`src/rtl/json_uart_pkg.sv`:
```
// Shared definitions for the JSON-over-UART receive path: ASCII tokens, parser/receiver states, key ids.
package json_uart_pkg;

  localparam int FIXED_W = 16;

  localparam logic [7:0] CH_LBRACE = 8'h7B;
  localparam logic [7:0] CH_RBRACE = 8'h7D;
  localparam logic [7:0] CH_QUOTE  = 8'h22;
  localparam logic [7:0] CH_COLON  = 8'h3A;
  localparam logic [7:0] CH_COMMA  = 8'h2C;
  localparam logic [7:0] CH_MINUS  = 8'h2D;
  localparam logic [7:0] CH_DOT    = 8'h2E;
  localparam logic [7:0] CH_LF     = 8'h0A;
  localparam logic [7:0] CH_SPACE  = 8'h20;
  localparam logic [7:0] CH_CR     = 8'h0D;
  localparam logic [7:0] CH_ZERO   = 8'h30;
  localparam logic [7:0] CH_NINE   = 8'h39;

  typedef enum logic [3:0] {
    S_IDLE, S_KQ1, S_KEY, S_KQ2, S_COLON, S_NSIGN, S_NINT, S_NFRAC, S_EOL
  } parse_state_e;

  typedef enum logic [1:0] {KEY_T, KEY_L, KEY_R} key_e;

  typedef enum logic [2:0] {RX_IDLE, RX_START, RX_DATA, RX_STOP, RX_BREAK} rx_state_e;

  function automatic logic [7:0] key_char(input key_e k);
    case (k)
      KEY_T:   return 8'h54;
      KEY_L:   return 8'h4C;
      default: return 8'h52;
    endcase
  endfunction

  function automatic logic is_digit(input logic [7:0] b);
    return (b >= CH_ZERO) && (b <= CH_NINE);
  endfunction

  function automatic logic is_blank(input logic [7:0] b);
    return (b == CH_SPACE) || (b == CH_CR);
  endfunction

endpackage

```
`src/rtl/json_uart_rx_parser_uart_rx.sv`:
```
// 8N1 UART receiver: 2-flop synchroniser, start-bit qualification, mid-bit sampling, stop-bit check.
module uart_rx
  import json_uart_pkg::*;
#(
  parameter int CLKS_PER_BIT = 434,
  parameter int BITS_N       = 8
) (
  input  logic              clk,
  input  logic              rst,
  input  logic              rx,
  output logic [BITS_N-1:0] data_rx,
  output logic              valid,
  output logic              frame_err
);

  localparam int CNT_W = (CLKS_PER_BIT > 1) ? $clog2(CLKS_PER_BIT) : 1;
  localparam int IDX_W = (BITS_N > 1) ? $clog2(BITS_N) : 1;
  localparam logic [CNT_W-1:0] HALF_CNT = CNT_W'(CLKS_PER_BIT / 2 - 1);
  localparam logic [CNT_W-1:0] FULL_CNT = CNT_W'(CLKS_PER_BIT - 1);
  localparam logic [IDX_W-1:0] LAST_IDX = IDX_W'(BITS_N - 1);

  logic [1:0]        sync_q;
  logic              rx_s;
  rx_state_e         state_q, state_d;
  logic [CNT_W-1:0]  cnt_q, cnt_d;
  logic [IDX_W-1:0]  idx_q, idx_d;
  logic [BITS_N-1:0] shift_q, shift_d;
  logic [BITS_N-1:0] data_q, data_d;
  logic              valid_q, valid_d;
  logic              ferr_q, ferr_d;

  assign rx_s = sync_q[1];

  // NOTE: every sequential block uses non-blocking assignments so all flops see pre-edge values.
  always_ff @(posedge clk or posedge rst) begin
    if (rst) begin
      sync_q  <= 2'b11;
      state_q <= RX_IDLE;
      cnt_q   <= '0;
      idx_q   <= '0;
      shift_q <= '0;
      data_q  <= '0;
      valid_q <= 1'b0;
      ferr_q  <= 1'b0;
    end else begin
      sync_q  <= {sync_q[0], rx};
      state_q <= state_d;
      cnt_q   <= cnt_d;
      idx_q   <= idx_d;
      shift_q <= shift_d;
      data_q  <= data_d;
      valid_q <= valid_d;
      ferr_q  <= ferr_d;
    end
  end

  // NOTE: each combinational output gets a default first so no path leaves it unassigned (no latch).
  always_comb begin
    state_d = state_q;
    cnt_d   = cnt_q;
    idx_d   = idx_q;
    shift_d = shift_q;
    data_d  = data_q;
    valid_d = 1'b0;
    ferr_d  = 1'b0;
    unique case (state_q)
      RX_IDLE: begin
        cnt_d = '0;
        if (!rx_s) state_d = RX_START;
      end
      RX_START: begin
        if (cnt_q == HALF_CNT) begin
          cnt_d   = '0;
          idx_d   = '0;
          state_d = rx_s ? RX_IDLE : RX_DATA;  // high at mid-start: glitch, not a start bit
        end else begin
          cnt_d = cnt_q + 1'b1;
        end
      end
      RX_DATA: begin
        if (cnt_q == FULL_CNT) begin
          cnt_d   = '0;
          shift_d = {rx_s, shift_q[BITS_N-1:1]};
          if (idx_q == LAST_IDX) state_d = RX_STOP;
          else                   idx_d   = idx_q + 1'b1;
        end else begin
          cnt_d = cnt_q + 1'b1;
        end
      end
      RX_STOP: begin
        if (cnt_q == FULL_CNT) begin
          cnt_d = '0;
          if (rx_s) begin
            data_d  = shift_q;
            valid_d = 1'b1;
            state_d = RX_IDLE;
          end else begin
            ferr_d  = 1'b1;
            state_d = RX_BREAK;
          end
        end else begin
          cnt_d = cnt_q + 1'b1;
        end
      end
      RX_BREAK: begin
        // A low stop bit must not be mistaken for the next start bit.
        if (rx_s) state_d = RX_IDLE;
      end
      default: state_d = RX_IDLE;
    endcase
  end

  assign data_rx   = data_q;
  assign valid     = valid_q;
  assign frame_err = ferr_q;

endmodule

```
`src/rtl/json_uart_rx_parser.sv`:
```
// Receives {"T":<int>,"L":<num>,"R":<num>}\n lines over UART and parses them on the fly.
// Optional JSON_RX_ERRCNT_EN adds a saturating err_count output.
module json_uart_rx_parser
  import json_uart_pkg::*;
#(
  parameter int CLKS_PER_BIT   = 434,
  parameter int TIMEOUT_CYCLES = 100_000
) (
  input  logic               clk,
  input  logic               rst,
  input  logic               uart_in,
  output logic               msg_valid,
  output logic [7:0]         msg_t,
  output logic [FIXED_W-1:0] msg_l,
  output logic [FIXED_W-1:0] msg_r,
  output logic               parse_err,
  output logic               busy
`ifdef JSON_RX_ERRCNT_EN
  ,
  output logic [15:0]        err_count
`endif
);

  localparam int TMO_W = (TIMEOUT_CYCLES > 0) ? $clog2(TIMEOUT_CYCLES + 1) : 1;
  localparam logic [TMO_W-1:0] TMO_LIMIT = TMO_W'(TIMEOUT_CYCLES);

  logic [7:0] rx_data;
  logic       rx_valid;
  logic       rx_ferr;

  uart_rx #(
    .CLKS_PER_BIT (CLKS_PER_BIT),
    .BITS_N       (8)
  ) u_rx (
    .clk       (clk),
    .rst       (rst),
    .rx        (uart_in),
    .data_rx   (rx_data),
    .valid     (rx_valid),
    .frame_err (rx_ferr)
  );

  parse_state_e       state_q, state_d;
  key_e               key_q, key_d;
  logic               neg_q, neg_d;
  logic [9:0]         int_q, int_d;
  logic [1:0]         int_cnt_q, int_cnt_d;
  logic [6:0]         frac_q, frac_d;
  logic [1:0]         frac_cnt_q, frac_cnt_d;
  logic [7:0]         t_q, t_d;
  logic [FIXED_W-1:0] l_q, l_d, r_q, r_d;
  logic [TMO_W-1:0]   tmo_q, tmo_d;
  logic               msg_valid_q, msg_valid_d;
  logic [7:0]         msg_t_q, msg_t_d;
  logic [FIXED_W-1:0] msg_l_q, msg_l_d, msg_r_q, msg_r_d;
  logic               parse_err_q, parse_err_d;

  logic [3:0]         digit;
  logic [9:0]         int_next;
  logic [1:0]         int_max;
  logic [FIXED_W-1:0] mag;
  logic [FIXED_W-1:0] value;
  logic               err;
  logic               restart;
  logic               commit;

  assign digit    = rx_data[3:0];
  assign int_next = int_q * 10'd10 + {6'd0, digit};
  assign int_max  = (key_q == KEY_T) ? 2'd3 : 2'd2;
  // Fraction is kept pre-scaled to hundredths, so the value is a plain sum.
  assign mag      = FIXED_W'(int_q) * FIXED_W'(100) + FIXED_W'(frac_q);
  assign value    = neg_q ? -mag : mag;

  always_ff @(posedge clk or posedge rst) begin
    if (rst) begin
      state_q     <= S_IDLE;
      key_q       <= KEY_T;
      neg_q       <= 1'b0;
      int_q       <= '0;
      int_cnt_q   <= '0;
      frac_q      <= '0;
      frac_cnt_q  <= '0;
      t_q         <= '0;
      l_q         <= '0;
      r_q         <= '0;
      tmo_q       <= '0;
      msg_valid_q <= 1'b0;
      msg_t_q     <= '0;
      msg_l_q     <= '0;
      msg_r_q     <= '0;
      parse_err_q <= 1'b0;
    end else begin
      state_q     <= state_d;
      key_q       <= key_d;
      neg_q       <= neg_d;
      int_q       <= int_d;
      int_cnt_q   <= int_cnt_d;
      frac_q      <= frac_d;
      frac_cnt_q  <= frac_cnt_d;
      t_q         <= t_d;
      l_q         <= l_d;
      r_q         <= r_d;
      tmo_q       <= tmo_d;
      msg_valid_q <= msg_valid_d;
      msg_t_q     <= msg_t_d;
      msg_l_q     <= msg_l_d;
      msg_r_q     <= msg_r_d;
      parse_err_q <= parse_err_d;
    end
  end

  always_comb begin
    state_d     = state_q;
    key_d       = key_q;
    neg_d       = neg_q;
    int_d       = int_q;
    int_cnt_d   = int_cnt_q;
    frac_d      = frac_q;
    frac_cnt_d  = frac_cnt_q;
    t_d         = t_q;
    l_d         = l_q;
    r_d         = r_q;
    tmo_d       = tmo_q;
    msg_valid_d = 1'b0;
    msg_t_d     = msg_t_q;
    msg_l_d     = msg_l_q;
    msg_r_d     = msg_r_q;
    parse_err_d = 1'b0;
    err         = 1'b0;
    restart     = 1'b0;
    commit      = 1'b0;

    if (rx_valid) begin
      tmo_d = '0;
      if (rx_data == CH_LBRACE) begin
        restart = 1'b1;
        err     = (state_q != S_IDLE);
      end else begin
        unique case (state_q)
          S_IDLE: ;
          S_KQ1: begin
            if (rx_data == CH_QUOTE)     state_d = S_KEY;
            else if (!is_blank(rx_data)) err     = 1'b1;
          end
          S_KEY: begin
            if (rx_data == key_char(key_q)) state_d = S_KQ2;
            else                            err     = 1'b1;
          end
          S_KQ2: begin
            if (rx_data == CH_QUOTE) state_d = S_COLON;
            else                     err     = 1'b1;
          end
          S_COLON: begin
            if (rx_data == CH_COLON) begin
              state_d    = S_NSIGN;
              neg_d      = 1'b0;
              int_d      = '0;
              int_cnt_d  = '0;
              frac_d     = '0;
              frac_cnt_d = '0;
            end else if (!is_blank(rx_data)) begin
              err = 1'b1;
            end
          end
          S_NSIGN: begin
            if (rx_data == CH_MINUS && key_q != KEY_T) begin
              neg_d   = 1'b1;
              state_d = S_NINT;
            end else if (is_digit(rx_data)) begin
              int_d     = {6'd0, digit};
              int_cnt_d = 2'd1;
              state_d   = S_NINT;
            end else if (!is_blank(rx_data)) begin
              err = 1'b1;
            end
          end
          S_NINT: begin
            if (is_digit(rx_data)) begin
              int_d     = int_next;
              int_cnt_d = int_cnt_q + 2'd1;
              err       = (int_cnt_q == int_max) || (key_q == KEY_T && int_next > 10'd255);
            end else if (int_cnt_q == 2'd0) begin
              err = 1'b1;  // sign with no digits
            end else if (rx_data == CH_DOT && key_q != KEY_T) begin
              state_d = S_NFRAC;
            end else if ((rx_data == CH_COMMA && key_q != KEY_R) ||
                         (rx_data == CH_RBRACE && key_q == KEY_R)) begin
              commit = 1'b1;
            end else begin
              err = 1'b1;
            end
          end
          S_NFRAC: begin
            if (is_digit(rx_data)) begin
              frac_cnt_d = frac_cnt_q + 2'd1;
              frac_d     = (frac_cnt_q == 2'd0) ? 7'(digit) * 7'd10 : frac_q + 7'(digit);
              err        = (frac_cnt_q == 2'd2);
            end else if ((rx_data == CH_COMMA && key_q == KEY_L) ||
                         (rx_data == CH_RBRACE && key_q == KEY_R)) begin
              commit = 1'b1;
            end else begin
              err = 1'b1;
            end
          end
          S_EOL: begin
            if (rx_data == CH_LF) begin
              state_d     = S_IDLE;
              msg_valid_d = 1'b1;
              msg_t_d     = t_q;
              msg_l_d     = l_q;
              msg_r_d     = r_q;
            end else if (!is_blank(rx_data)) begin
              err = 1'b1;
            end
          end
          default: state_d = S_IDLE;
        endcase
      end
    end else if (rx_ferr) begin
      err = (state_q != S_IDLE);
    end else if (state_q != S_IDLE && TIMEOUT_CYCLES != 0) begin
      if (tmo_q == TMO_LIMIT) err   = 1'b1;
      else                    tmo_d = tmo_q + 1'b1;
    end

    if (commit) begin
      unique case (key_q)
        KEY_T: begin
          t_d     = int_q[7:0];
          key_d   = KEY_L;
          state_d = S_KQ1;
        end
        KEY_L: begin
          l_d     = value;
          key_d   = KEY_R;
          state_d = S_KQ1;
        end
        default: begin
          r_d     = value;
          state_d = S_EOL;
        end
      endcase
    end

    if (state_q == S_IDLE && !restart) tmo_d = '0;

    if (err) begin
      parse_err_d = 1'b1;
      state_d     = S_IDLE;
      tmo_d       = '0;
    end
    if (restart) begin
      state_d = S_KQ1;
      key_d   = KEY_T;
    end
  end

`ifdef JSON_RX_ERRCNT_EN
  logic [15:0] err_cnt_q, err_cnt_d;

  always_comb begin
    err_cnt_d = err_cnt_q;
    if (parse_err_q && err_cnt_q != 16'hFFFF) err_cnt_d = err_cnt_q + 16'd1;
  end

  always_ff @(posedge clk or posedge rst) begin
    if (rst) err_cnt_q <= '0;
    else     err_cnt_q <= err_cnt_d;
  end

  assign err_count = err_cnt_q;
`endif

  assign msg_valid = msg_valid_q;
  assign msg_t     = msg_t_q;
  assign msg_l     = msg_l_q;
  assign msg_r     = msg_r_q;
  assign parse_err = parse_err_q;
  assign busy      = (state_q != S_IDLE);

endmodule

```
`config.mk`:
```
export PLATFORM = sky130hd
export DESIGN_NAME = json_uart_rx_parser
export DESIGN_NICKNAME = d
export VERILOG_FILES = /design/src/rtl/json_uart_pkg.sv /design/src/rtl/json_uart_rx_parser_uart_rx.sv /design/src/rtl/json_uart_rx_parser.sv
export SDC_FILE = /design/constraint.sdc
export NUM_CORES = 1
export LEC_CHECK = 0
export BUFFER_PORTS_ARGS = -buffer_cell sky130_fd_sc_hd__buf_2
export CELL_PAD_IN_SITES_DETAIL_PLACEMENT = 0
export CELL_PAD_IN_SITES_GLOBAL_PLACEMENT = 1
export CORE_AREA = 3 3 143 145
export DETAILED_ROUTE_END_ITERATION = 8
export DIE_AREA = 0 0 146 148
export PLACE_DENSITY = 0.77
export SYNTH_ARGS = -nofsm -noshare
export SYNTH_HDL_FRONTEND = slang
export SYNTH_HIERARCHICAL = 1
export SYNTH_SLANG_ARGS = --single-unit
```
`constraint.sdc`:
```
create_clock -name clk -period 12.9 [get_ports clk]
set_clock_uncertainty 0.15 [all_clocks]
set_input_delay 1.935 -clock clk [delete_from_list [all_inputs] [get_ports clk]]
set_output_delay 1.935 -clock clk [all_outputs]
set_load 0.02 [all_outputs]
```
======== After elaboration in Yosys (flattened, before gate mapping) ========
Cells that the tools add are included.
cells by class
  add/sub/neg operators ................... 9
  $mul .................................... 3
  $lt $le $gt $ge ......................... 3
  equal/unequal tests ..................... 58
  reductions and logical operators ........ 46
  mux-type cells .......................... 109
  bitwise logic cells ..................... 2
operators with widths
  kind                                                 count
  2-to-1 mux 17 bit                                    6
  2-to-1 mux 4 bit                                     16
  equality test 8 x 6 -> 1 bit, second input constant  6
  2-to-1 mux 1 bit                                     43
  2-to-1 mux 10 bit                                    4
  != test 5 bit, second input constant                 8
  one-hot mux 4 bit (8 select lines)                   1
  2-to-1 mux 3 bit                                     10
  one-hot mux 10 bit (3 select lines)                  1
  one-hot mux 9 bit (3 select lines)                   1
  2-to-1 mux 8 bit                                     3
  2-to-1 mux 7 bit                                     3
  2-to-1 mux 9 bit                                     2
  != test 2 bit, second input constant                 9
  adder 17 x 1 -> 17 bit, second input constant        1
  equality test 17 bit, second input constant          1
  adder 16 x 7 -> 16 bit                               1
  equality test 4 x 3 -> 1 bit, second input constant  4
  equality test 8 x 4 -> 1 bit, second input constant  2
  equality test 8 x 7 -> 1 bit, second input constant  2
  2-to-1 mux 16 bit                                    1
  2-to-1 mux 2 bit                                     8
  negation 16 bit                                      1
  one-hot mux 3 bit (5 select lines)                   1
  54 further kinds                                     95
storage, ports and cells
  input bits .............................. 3
  logic and storage cells ................. 254
  flip-flop bits (word level) ............. 162

======== Depth between registers and ports, before layout ========
  word-level depth ........................ 13
  gate-level depth with buffers ........... 15

======== Modules after synthesis ========
The synthesis kept the hierarchy.
by module, submodules not included
  module               cells an instance  area each (µm²)  times used
  json_uart_rx_parser  802                7965.1           1
  uart_rx              137                1622.8           1

======== Least setup slack after synthesis ========
No wires, ideal clock.
  path type ............................... register to register
  from .................................... register int_q[1]
  to ...................................... register l_q[15]
  cell stages (with the launch flop) ...... 14
  library setup time ...................... 0.130 ns
  setup slack ............................. 8.564 ns
  arrival ................................. 4.057 ns
  cells stage by stage .................... dfrtp_1 > ha_1 > ha_1 > ha_1 > inv_1 > fa_1 > and3b_1 > or3_1 > xor2_1 > nand4_1 > or4_4 > o31ai_2 > xnor2_1 > mux2i_1
between the ends
  word-level cells in the longest chain between the ends .. 4
RTL lines
  item                           line                        text
  start: declaration             json_uart_rx_parser.sv:46   logic [9:0] int_q, int_d;
  start signal: assignment       json_uart_rx_parser.sv:96   int_q <= int_d;
  multiplier 10 x 5 -> 14 bit *  json_uart_rx_parser.sv:71   assign mag = FIXED_W'(int_q) * FIXED_W'(100) + FIXED_W'(frac_q);
  adder 16 x 7 -> 16 bit *       json_uart_rx_parser.sv:71
  negation 16 bit                json_uart_rx_parser.sv:72   assign value = neg_q ? -mag : mag;
  2-to-1 mux 16 bit *            json_uart_rx_parser.sv:72
  end signal: assignment         json_uart_rx_parser.sv:101  l_q <= l_d;
  end: declaration               json_uart_rx_parser.sv:51   logic [FIXED_W-1:0] l_q, l_d, r_q, r_d;
Every way passes the cells marked *; elsewhere a longest branch is shown, timed or not.
A chain may end at the register's enable or synchronous reset.

======== Worst setup path after layout ========
Same ends and word-level chain as after synthesis.

==> key figures <==
Status
  – Status: finished clean

Final layout
  – Nets: between 1k and 1.5k
  – Area grow syn2layout: 11.31%
  – Fill cells: 1,718
  – Non-Filler Instances: 1,254
  – Antenna fix cells: 0
  – Share of cells above drive strength 1: between 10% and 20%

Pwr
  – Max rail drop VDD: 105.5 uV
  – Lkg Pwr: 5.241 nW
  – Power density cells: roughly 98 nW/um2

Yosys
  – Area leader, netlist: dfrtp_1
  – Synthesized area: 9588 um2
  – Number of flops mapped to enable cells by yosys: 0
  – Post-synthesis sequential area ratio: 42.31%
  – Top cells by count, synth: 160 x dfrtp_1, 84 x nand2_1, 76 x nor2_1, 69 x ha_1, 66 x mux2_2
  – Most instantiated library cell after synthesis: dfrtp_1
  – Async set or reset register ratio after synthesis: 100.0%
  – Post-Syn Nets: between 1k and 1.5k
  – Synth Warn #: 6
  – Avg Cell Area, Syn: 10.21 um2
  – Count of cell types in the netlist: 75
  – Post-synth top area share: a little over two fifths
  – Mapped Cells: between 900 and 1k
  – Ys flop type: dfrtp_1
  – Synth top area cells: dfrtp_1 42%, ha_1 9.0%, mux2_2 7.8%
  – Synth Register Bits: approximately 160

Floorplanning
  – Die height: roughly 150 um
  – Starting Density: 49.59%
  – Row Count: 51
  – Core Area: 19,330 um2
  – Total Die Area: approximately 22,000 um2
  – Die Width: between 100 and 150 um
  – Ports: 46

Clock network
  – Worst-case clock buffer depth: 2
  – CTS Hold Bufs: 0
  – TritonCTS Buffers: 17
  – Setup Buffers After CTS: 0
  – Sinks on Clock Net: 162
  – Clk root buf: clkbuf_16
  – Resized Gates After CTS: 0
  – Clock latency on the worst-skew pair: 430 ps
  – # H-tree levels: 4
  – CTS tree: built
  – Worst-path clk slew: 70 ps

Drt
  – First-pass DRT Iterations: 4
  – Number of remaining DRC errors: 0
  – Average vias per placed instance: ~5.4
  – WL/cell: 15.52 um
  – ANT nets after route: 0
  – DR vias: around 6.8k
  – Overall routed net length: 19.46 mm
  – Initial detailed-routing violation count: 356

Timing
  – Actual slew at the worst max-slew pin: a little over 1000 ps
  – Final setup TNS: 0 ps
  – Final Setup Violations: 0
  – Final min period: roughly 4700 ps
  – Relative slew slack: 30.79%
  – Final period utilization: 36.53%
  – RSZ-0062 raised after global routing: no
  – Highest clock rate: 212.2 MHz
  – Max-slew violations: 0
  – Final hold viol count: 0

Placed design
  – Detailed Place HPWL: 14.05 mm
  – DP Cell Count: 1,222
  – Port bufs: 45
  – RD Place Congestion: 0.8039

Worst setup path
  – Reg2Reg Depth: 13
  – R2R setup slack: just over 8000 ps
  – Worst endpoint required time: about 13,000 ps
  – Critical path data arrival time: 4830 ps
  – Max Fanout on Critical Path: 8
  – Crit path launch type: flop
  – Setup Crit Path Kind: reg -> reg
  – CP endpoint kind: flop

Global routing
  – Global-route wire length before repair: 34.33 mm
  – Largest net degree at the start of global routing: slightly below 70
  – Initial antenna violation count: 0
  – Total congestion overflow: 0
  – Vias in the first global route: 6,927
  – Tot GR Track Use: 19.25%

Job
  – Max-Cap Viols: 0

Min path
  – Hold Path Class: reg -> reg
  – Hold path cells: 0
-- state kept, by name, indices dropped and copies added (netlist names), 3 cells and up --
name and cells:
msg_t 8, tmo_q 17, r_q 16, msg_r 16
state_q 4, int_q 10, msg_l 16, u_rx/cnt_q 9
u_rx/shift_q 8, frac_q 7, t_q 8, u_rx/data_rx 8
l_q 16, u_rx/state_q 3, u_rx/idx_q 3
-- worst max-delay path: stages, from the launching register on --
cell     delay (ps)
dfrtp_1         490
ha_1            350
ha_1            310
ha_1            300
inv_1            60
fa_1            730
and3b_1         230
or3_1           360
xor2_1          340
nand4_1         170
or4_4           520
o31ai_2         270
xnor2_1         170
mux2i_1         110
-- metal layers --
layer | track usage, % | part of all wire (%) | up-vias
met5 | 0 | 0 | -
met4 | 5.833 | 1.5 | 0
met3 | 2.974 | 2.4 | 17
met2 | 32.98 | 49 | 94
met1 | 25.41 | 47 | 3302
li1 | - | - | 3374
-- kinds of logic after synthesis --
kind of cell             synth area share [%]
multiplexers                            9.526
flip-flops                              42.31
AO/OA/AOI/OAI                           10.44
buffers and inverters                   3.758
AND/OR/NAND/NOR                         16.36
XOR/XNOR                                6.407
adder cells (fa/ha/maj)                 11.20
-- worst paths after layout --
kind	startpoint	end
hold / removal	u_rx/sync_q[0]	u_rx/sync_q[1]
hold reg to reg	u_rx/sync_q[0]	u_rx/sync_q[1]
setup reg to reg	int_q[1]	l_q[15]
setup / recovery	int_q[1]	l_q[15]
min in group asynchronous	rst	u_rx/valid
max in group asynchronous	rst	frac_q[3]
-- power breakdown --
| group | internal [mW] | leakage (nW) | switching [mW] | total [mW] |
|---|---|---|---|---|
| clock | 0.267 | 0.302 | 0.256 | 0.523 |
| sequential | 0.508 | 2.24 | 0.000284 | 0.508 |
| combinational | 0.000799 | 2.70 | 0.00999 | 0.0108 |
| total | 0.776 | 5.24 | 0.266 | 1.04 |
-- layout make-up --
| class | count | area (um2) | area share [%] |
|---|---|---|---|
| multi-input combinational | 686 | 5179 | 48.52 |
| sequential | 162 | 4056 | 38.01 |
| clock buffer | 17 | 425.4 | 3.986 |
| tap | 265 | 331.6 | 3.107 |
| timing repair buffer | 48 | 247.7 | 2.321 |
| inverter | 61 | 231.5 | 2.169 |
| clock inverter | 15 | 201.4 | 1.887 |
-- metrics by stage --
stage / power [mW] / setup slack, ps / utilization [%] / cell area (um2) / hold slack (ps)
final: 1.042 / 8187 / 55.20 / 10670 / 207.5
after global routing: 1.082 / 7902 / 55.20 / 10670 / 210.3
after CTS: 1.057 / 8190 / 55.20 / 10670 / 208.4
after detailed placement: 0.5302 / 8205 / 51.96 / 10050 / 197.6
after global placement: 0.5301 / 8296 / 51.96 / 10050 / 196.5
after floorplan: 0.5259 / 7431 / - / 9588 / 195.2
-- placed cells by master (no fill, tap or decap), types with 19 or more instances in the layout --
| master | instances |
|---|---|
| buf_2 | 45 |
| inv_1 | 60 |
| xnor2_1 | 40 |
| a21oi_1 | 36 |
| mux2_2 | 66 |
| ha_1 | 69 |
| o21ai_0 | 39 |
| nor2b_1 | 19 |
| nand3_1 | 26 |
| nor2_1 | 75 |
| nor3_1 | 20 |
| xor2_1 | 25 |
| nand2_1 | 84 |
| dfrtp_1 | 160 |
Note: power is estimated with default switching activity, not from simulation.
